File: config.mk
export PLATFORM = sky130hd
export DESIGN_NAME = pipe_stage_hs
export DESIGN_NICKNAME = d
export VERILOG_FILES = /design/src/rtl/pipe_stage_hs_pkg.sv /design/src/rtl/pipe_skid_buf.sv /design/src/rtl/pipe_stage_hs.sv
export SDC_FILE = /design/constraint.sdc
export NUM_CORES = 1
export LEC_CHECK = 0
export CORE_MARGIN = 4
export CORE_UTILIZATION = 54
export DETAILED_ROUTE_END_ITERATION = 10
export PLACE_DENSITY = 0.88
export SLEW_MARGIN = 10
export SYNTH_ARGS = -nofsm -noshare
export SYNTH_HDL_FRONTEND = slang
export SYNTH_SLANG_ARGS = --single-unit
File: constraint.sdc
create_clock -name clk -period 8.9 [get_ports clk]
set_input_delay 1.335 -clock clk [delete_from_list [all_inputs] [get_ports clk]]
set_output_delay 1.335 -clock clk [all_outputs]
set_load 0.1 [all_outputs]
File: src/rtl/pipe_stage_hs_pkg.sv
// Shared types and occupancy encodings for the elastic pipeline stage.
package pipe_stage_hs_pkg;

  typedef logic [1:0] occ_t;

  localparam logic [1:0] OCC_EMPTY = 2'd0;
  localparam logic [1:0] OCC_ONE   = 2'd1;
  localparam logic [1:0] OCC_FULL  = 2'd2;

endpackage

File: src/rtl/pipe_skid_buf.sv
// Single skid entry: a payload register plus its valid bit, younger than the main entry.
module pipe_skid_buf #(
  parameter int WIDTH = 64
) (
  input  logic             clk,
  input  logic             rst,
  input  logic             load,
  input  logic             clear,
  input  logic [WIDTH-1:0] next,
  output logic             valid,
  output logic [WIDTH-1:0] data
);

  // NOTE: sequential state uses non-blocking assignments so every flop samples pre-edge values.
  always_ff @(posedge clk or posedge rst) begin
    if (rst) begin
      valid <= 1'b0;
    end else if (clear) begin
      valid <= 1'b0;
    end else if (load) begin
      valid <= 1'b1;
    end
  end

  // NOTE: the payload flops carry no reset; valid alone decides whether the content matters.
  always_ff @(posedge clk) begin
    if (load) begin
      data <= next;
    end
  end

endmodule

File: src/rtl/pipe_stage_hs.sv
// Elastic pipeline register with valid/ready handshake, ctrl flush/stall and optional skid entry.
module pipe_stage_hs
  import pipe_stage_hs_pkg::*;
#(
  parameter int               WIDTH   = 64,
  parameter logic [WIDTH-1:0] NOP_VAL = '0,
  parameter bit               SKID    = 1'b1
) (
  input  logic             clk,
  input  logic             rst,
  input  logic             flush_i,
  input  logic             stall_i,
  input  logic             in_valid_i,
  output logic             in_ready_o,
  input  logic [WIDTH-1:0] in_data_i,
  output logic             out_valid_o,
  input  logic             out_ready_i,
  output logic [WIDTH-1:0] out_data_o,
  output logic [1:0]       occ_o
);

  occ_t             occ_q, occ_d;
  logic [WIDTH-1:0] main_q, main_d;
  logic [WIDTH-1:0] skid_data;
  logic             skid_valid, skid_load, skid_clear;
  logic             room, in_fire, out_fire;

  generate
    if (SKID) begin : g_skid
      // Room depends only on a flop, so in_ready_o never sees out_ready_i.
      assign room = ~skid_valid;

      pipe_skid_buf #(.WIDTH(WIDTH)) u_skid (
        .clk   (clk),
        .rst   (rst),
        .load  (skid_load),
        .clear (skid_clear),
        .next  (in_data_i),
        .valid (skid_valid),
        .data  (skid_data)
      );
    end else begin : g_no_skid
      assign room       = (occ_q == OCC_EMPTY) | out_ready_i;
      assign skid_valid = 1'b0;
      assign skid_data  = NOP_VAL;
    end
  endgenerate

  assign in_ready_o  = room & ~stall_i;
  assign out_valid_o = (occ_q != OCC_EMPTY) & ~stall_i;
  assign out_data_o  = main_q;
  assign occ_o       = occ_q;

  assign in_fire  = in_valid_i & in_ready_o;
  assign out_fire = out_valid_o & out_ready_i;

  // NOTE: every always_comb output gets a default first so no path can infer a latch.
  always_comb begin
    occ_d      = occ_q;
    main_d     = main_q;
    skid_load  = 1'b0;
    skid_clear = 1'b0;
    if (flush_i) begin
      occ_d      = OCC_EMPTY;
      main_d     = NOP_VAL;
      skid_clear = 1'b1;
    end else begin
      case (occ_q)
        OCC_EMPTY: begin
          if (in_fire) begin
            occ_d  = OCC_ONE;
            main_d = in_data_i;
          end
        end
        OCC_ONE: begin
          if (in_fire && out_fire) begin
            main_d = in_data_i;
          end else if (in_fire) begin
            occ_d     = OCC_FULL;
            skid_load = 1'b1;
          end else if (out_fire) begin
            occ_d  = OCC_EMPTY;
            main_d = NOP_VAL;
          end
        end
        OCC_FULL: begin
          if (out_fire) begin
            occ_d      = OCC_ONE;
            main_d     = skid_data;
            skid_clear = 1'b1;
          end
        end
        default: begin
          occ_d      = OCC_EMPTY;
          main_d     = NOP_VAL;
          skid_clear = 1'b1;
        end
      endcase
    end
  end

  always_ff @(posedge clk or posedge rst) begin
    if (rst) begin
      occ_q  <= OCC_EMPTY;
      main_q <= NOP_VAL;
    end else begin
      occ_q  <= occ_d;
      main_q <= main_d;
    end
  end

endmodule

==> results of run 1 <==
-- worst max-delay path by stage --
stage / startpoint / depth (start not counted) / endpoint
after detailed placement: stall_i / 3 / in_ready_o
after global routing: occ_o[0] / 4 / out_valid_o
after global placement: stall_i / 3 / in_ready_o
final: stall_i / 3 / in_ready_o
after floorplan: occ_o[1] / 6 / g_skid.u_skid.data[0]
after CTS: stall_i / 3 / in_ready_o
-- kinds of logic after synthesis --
logic type,after synthesis,share of synthesized area [%]
compound gates,139,21.4
flops,131,61.7
mux,64,11.0
buf+inv,39,4.19
simple gates,15,1.50
xor+xnor,1,0.150
-- per-layer routing --
layer / routed length [um] / vias up / part of all wire (%) / track usage [%]
met5: 0 / - / 0 / 0
met4: 143 / 0 / 1.0 / 8.03
met3: 903 / 13 / 6.3 / 6.41
met2: 7170 / 161 / 50 / 38.0
met1: 6100 / 2056 / 43 / 30.3
li1: - / 1833 / - / -
-- final cells by class --
type                            instances  area (um^2)
Sequential cell                       131         3600
Clock buffer                           27          492
Inverter                                2         7.51
Clock inverter                          5         52.6
Fill cell                             660         2650
Tap cell                              136          170
Multi-Input combinational cell        219         2000
Timing Repair Buffer                  146         1440
-- sequential cells by signal, summed over array words and instances (netlist names) --
name                 count
occ_o                    2
g_skid.u_skid.data      64
out_data_o              64
g_skid.u_skid.valid      1
-- critical path, cell delays in order --
cell and delay, ns:
sky130_fd_sc_hd__clkdlybuf4s50_1 0.66, sky130_fd_sc_hd__nor2_1 0.24, sky130_fd_sc_hd__clkdlybuf4s50_1 1.17
-- cells in the final DEF (no fill, tap or decap), types with 2 or more instances in the layout --
| cell type | instances |
|---|---|
| sky130_fd_sc_hd__a22o_2 | 17 |
| sky130_fd_sc_hd__dfrtp_1 | 65 |
| sky130_fd_sc_hd__a22o_1 | 48 |
| sky130_fd_sc_hd__mux2i_1 | 64 |
| sky130_fd_sc_hd__o21ai_0 | 2 |
| sky130_fd_sc_hd__clkbuf_16 | 16 |
| sky130_fd_sc_hd__clkinv_2 | 3 |
| sky130_fd_sc_hd__edfxtp_1 | 64 |
| sky130_fd_sc_hd__a21oi_1 | 2 |
| sky130_fd_sc_hd__clkdlybuf4s50_1 | 137 |
| sky130_fd_sc_hd__buf_4 | 9 |
| sky130_fd_sc_hd__nand2_1 | 2 |
| sky130_fd_sc_hd__nor2_1 | 5 |
| sky130_fd_sc_hd__clkbuf_8 | 5 |
| sky130_fd_sc_hd__clkbuf_1 | 6 |
| sky130_fd_sc_hd__o2bb2ai_1 | 64 |
-- power by group through the flow --
stage	clock network (mW)	logic, mW	registers (mW)
floorplan	0	0.0901	0.831
global placement	0	0.328	0.689
detailed placement	0	0.333	0.689
CTS	0.648	0.336	0.679
global route	0.682	0.349	0.681
finish	0.640	0.335	0.679
==> flow_summary.toml, run 1 <==
[routing]
viasPerCell = 6.10
route.detailed.drc = 0
drt_first_pass_iters = 4
route.final.wire_length_mm = 14.3
post_dr_wirelength_cell_um = 21.5
route.vias.total = 4063
ant_nets = 0
drt_first_iter_violations = 257

[sta]
totalNegativeSetupSlack_ns = 0
skew_ns = 0.0140
timing_worst_slew_pin_value_ns = 1.01
final_period_minus_worst_setup_slack_ns = 4.74
fin_max_slew_vios = 0
rsz_0062_raised_after_global_routing = "false"
final.setup.worst_slack_ns = 4.16
finalSetupViolations = 0
hold_viol = 0
holdWs_ns = 0.506
timing.fmax_mhz = 211
finalCritPeriodShare_pct = 53.3
max_slew_margin_pct = 32.2

[grt]
pin_count_of_the_biggest_net_entering_global_routing = 68
grt_usage_pct = 23.4
via_count_of_the_first_global_routing_pass = 4305
grt.overflow.total = 0
grt_antenna_before_repair = 0
global_route_wire_length_before_repair_mm = 22.9

[floorplan]
floorplan.die.height_um = 112
die_wd_um = 112
design.core.area_um2 = 10400
io_pins = 138
fp.dieArea_um2 = 12500
initial_cell_density_of_the_core_pct = 56.0
core.rowCount = 37

[setup_path]
timing.rr.start = "occ_o[0]"
timing.critical_path.required_ns = 7.57
setup.worst_path.start_class = "primary input"
critical_path.max_fanout = 9
criticalPathCategory = "in2out"
worstReg2RegEnd = "out_data_o[53]"
reg2reg_slack_ns = 5.33
worstSetupEndpointType = "output port"
critical_path_arrival_ns = 3.41
r2r.worst_path.cells = 6

[hold_path]
hold_path_startpoint = "out_data_o[28]"
holdPathStages = 1
worstHoldPathType = "reg2reg"
endpoint_of_the_worst_hold_timing_path = "out_data_o[28]"

[clocking]
clk_path_buf_depth = 2
cts_made_buffers = 17
tritoncts = "yes"
cts_resized = 0
clk_pin_slew_worst_paths_ns = 0.06
postCtsSetupRepairBufs = 0
clk_latency_ns = 0.52
cts_hold_buffers = 0
number_of_sinks_driven_by_the_clock_tree = 131
ctsHtreeMaxLevel = 4
root_buffer = "sky130_fd_sc_hd__clkbuf_8"

[placement]
place.gp.congestion = 0.803
place_area_um2 = 7220
io_buffers = 137
dp_hpwl_mm = 8.84
dpl.cell_count = 634
dp_worst_slack_ns = 4.17

[power]
clock_power_share_pct = 38.7
power.share.switching_pct = 30.0
power_mw = 1.65
comb_power_share_pct = 20.2
p_leak_nw = 2.81
p_seq_share_pct = 41.0
ir_drop_mv = 0.117
switchingPower_mw = 0.496
pd_cells_nw_per_um2 = 213
p_int_mw = 1.16

[logic_synthesis]
netlist_instances = 389
synth_top_area_cell = "sky130_fd_sc_hd__edfxtp_1"
yosysMostFrequentCell = "sky130_fd_sc_hd__dfrtp_1"
syn_avg_cell_area_um2 = 15.0
number_of_enable_flip_flop_cells_after_synthesis = 64
yosysWarnings = 0
synth_async_sr_flop_share_pct = 51.1
synthesis.nets = 459
number_of_register_bits_inferred_by_synthesis = 131
ys_top_cells_by_count = "sky130_fd_sc_hd__dfrtp_1, sky130_fd_sc_hd__edfxtp_1, sky130_fd_sc_hd__mux2i_1, sky130_fd_sc_hd__o2bb2ai_1, sky130_fd_sc_hd__a22o_1"
synth_seq_area_share_pct = 61.7
ys_top_cells_by_area = "sky130_fd_sc_hd__edfxtp_1, sky130_fd_sc_hd__dfrtp_1, sky130_fd_sc_hd__mux2i_1"
synth_largest_type_area_fraction_pct = 33.0
post_synthesis_cell_area_um2 = 5830
yosysUniqueCellTypes = 28
synth-main-ff-cell = "sky130_fd_sc_hd__dfrtp_1"

[final_layout]
design.final.nets = 587
syn_to_final_growth_pct = 33.2
layout.cell_area.non_filler_um2 = 7760
share_of_post_route_cells_with_drive_strength_above_1_pct = 11.3
layout.cells.non_filler = 666
postLayoutCoreUtil_pct = 74.5
insertedDiodeCount = 0

[flow_run]
max-cap-violations = 0

[run_status]
outcome = "complete, no violations"
Note: power is estimated with default switching activity, not from simulation.
==> run 2: changes to the inputs <==
- CORE_UTILIZATION: 54 -> 50
- PLACE_DENSITY: 0.88 -> 0.82
- clock period: 8.9 -> 4.6 ns (I/O delays scaled with it)
==> run 2 against run 1 <==
Effect of this change:
- setup slack lost 3.1 ns
- count of clock-buffer cells in the layout shrank 3
- clock skew shrank 0.0077 ns
- via count shrank 0.34%
- sequential share of layout area is essentially flat
==> flow_summary.toml, run 2 (same netlist as run 1, synthesis figures left out) <==
[clocking]
postCtsSetupRepairBufs = 0
clk_path_buf_depth = 2
root_buffer = "sky130_fd_sc_hd__clkbuf_16"
cts_made_buffers = 17
ctsHtreeMaxLevel = 4
cts_hold_buffers = 0
clk_latency_ns = 0.41
clk_pin_slew_worst_paths_ns = 0.05
tritoncts = "yes"
cts_resized = 0
number_of_sinks_driven_by_the_clock_tree = 131

[final_layout]
layout_common_cells = "sky130_fd_sc_hd__clkdlybuf4s50_1, sky130_fd_sc_hd__dfrtp_1, sky130_fd_sc_hd__mux2i_1, sky130_fd_sc_hd__o2bb2ai_1, sky130_fd_sc_hd__edfxtp_1"
num-fill-cells = 841
layout.cell_area.non_filler_um2 = 7760
share_of_post_route_cells_with_drive_strength_above_1_pct = 11.7
syn_to_final_growth_pct = 33.1
design.final.nets = 590
insertedDiodeCount = 0
layout.cells.most_common = "sky130_fd_sc_hd__clkdlybuf4s50_1"
area.sequential_um2 = 3600
multi_input_area_um2 = 2000

[sta]
hold_viol = 0
max_slew_margin_pct = 33.6
timing.fmax_mhz = 284
final_period_minus_worst_setup_slack_ns = 3.52
timing_worst_slew_pin_value_ns = 0.993
fin_max_slew_vios = 0
final.setup.worst_slack_ns = 1.08
finalCritPeriodShare_pct = 76.4
totalNegativeSetupSlack_ns = 0
rsz_0062_raised_after_global_routing = "false"
holdWs_ns = 0.501
skew_ns = 0.00624
finalSetupViolations = 0

[hold_path]
worstHoldPathType = "reg2reg"

[setup_path]
cpMaxStageDelayCell = "sky130_fd_sc_hd__clkdlybuf4s50_1"
worstSetupEndpointType = "output port"
setup.worst_path.start_class = "flip-flop"
critical_path_arrival_ns = 2.83
timing.critical_path.slowest_cell_delay_ns = 1.14
criticalPathCategory = "reg2out"
timing.critical_path.buf_inv = 1
timing.critical_path.required_ns = 3.91
critical-path-top-delay-family = "buffers and inverters"
timing.critical_path.mode_cell = "sky130_fd_sc_hd__nor2_1"
crit_path_cell_trace = "nor2_1 > nor2_1 > clkdlybuf4s50_1"
critical_path.max_fanout = 49

[routing]
ant_nets = 0
route.vias.total = 4049
post_dr_wirelength_cell_um = 20.7
route.detailed.drc = 0
drt_first_pass_iters = 5
drt_first_iter_violations = 291
route.final.wire_length_mm = 14.0
viasPerCell = 6.00

[grt]
grt_antenna_before_repair = 0
grt_usage_pct = 21.7
grt.overflow.total = 0
global_route_wire_length_before_repair_mm = 22.4
via_count_of_the_first_global_routing_pass = 4232
pin_count_of_the_biggest_net_entering_global_routing = 50

[placement]
io_buffers = 137
place_area_um2 = 7250
dp_hpwl_mm = 9.12
dp_worst_slack_ns = 1.27
place.gp.congestion = 0.740

[floorplan]
fp.dieArea_um2 = 13500
design.core.area_um2 = 11400
io_pins = 138
die_wd_um = 116
initial_cell_density_of_the_core_pct = 51.1
floorplan.die.height_um = 116
core.rowCount = 39

[power]
pd_cells_nw_per_um2 = 406
ir_drop_mv = 0.248
p_leak_nw = 2.82
power_mw = 3.15

[flow_run]
max-cap-violations = 0

[run_status]
outcome = "complete, no violations"
run 2: where the power goes:
group	switching, mW	total [mW]	leakage (nW)	internal [mW]
logic	0.454	0.647	1.08	0.194
registers	0.0372	1.31	1.48	1.28
clock network	0.456	1.19	0.255	0.733
run 2: path summary, 6_finish.rpt:
| check | slack [ns] | start | depth (start not counted) | to |
|---|---|---|---|---|
| worst min-delay path | 0.50 | out_data_o[10] | 1 | out_data_o[10] |
| worst max register to register | 1.36 | occ_o[0] | 5 | g_skid.u_skid.data[56] |
| worst min register to register | 0.50 | out_data_o[10] | 1 | out_data_o[10] |
| min in group asynchronous | 0.81 | rst | 2 | out_data_o[5] |
| worst max-delay path | 1.08 | occ_o[1] | 3 | out_valid_o |
| max in group asynchronous | 2.89 | rst | 3 | out_data_o[21] |
run 2: area by class of cell:
class | count | area share, %
Clock buffer | 24 | 5.82
Clock inverter | 7 | 0.774
Inverter | 2 | 0.0967
Multi-Input combinational cell | 219 | 25.8
Sequential cell | 131 | 46.4
Tap cell | 143 | 2.31
Timing Repair Buffer | 149 | 18.8
run 2: routing by layer:
metal / GRT usage [%] / share of wire (%)
met4: 8.12 / 2.3
met3: 5.43 / 6.5
met2: 34.0 / 48
met5: 0 / 0
met1: 29.5 / 43
run 2: through the flow:
| step | util (%) | instances |
|---|---|---|
| 6_report | 68.0 | 675 |
| 5_1_grt | 68.0 | 675 |
| 4_1_cts | 68.0 | 675 |
| 3_5_place_dp | 63.5 | 644 |
| 3_3_place_gp | 63.5 | 644 |
| 2_1_floorplan | - | 389 |
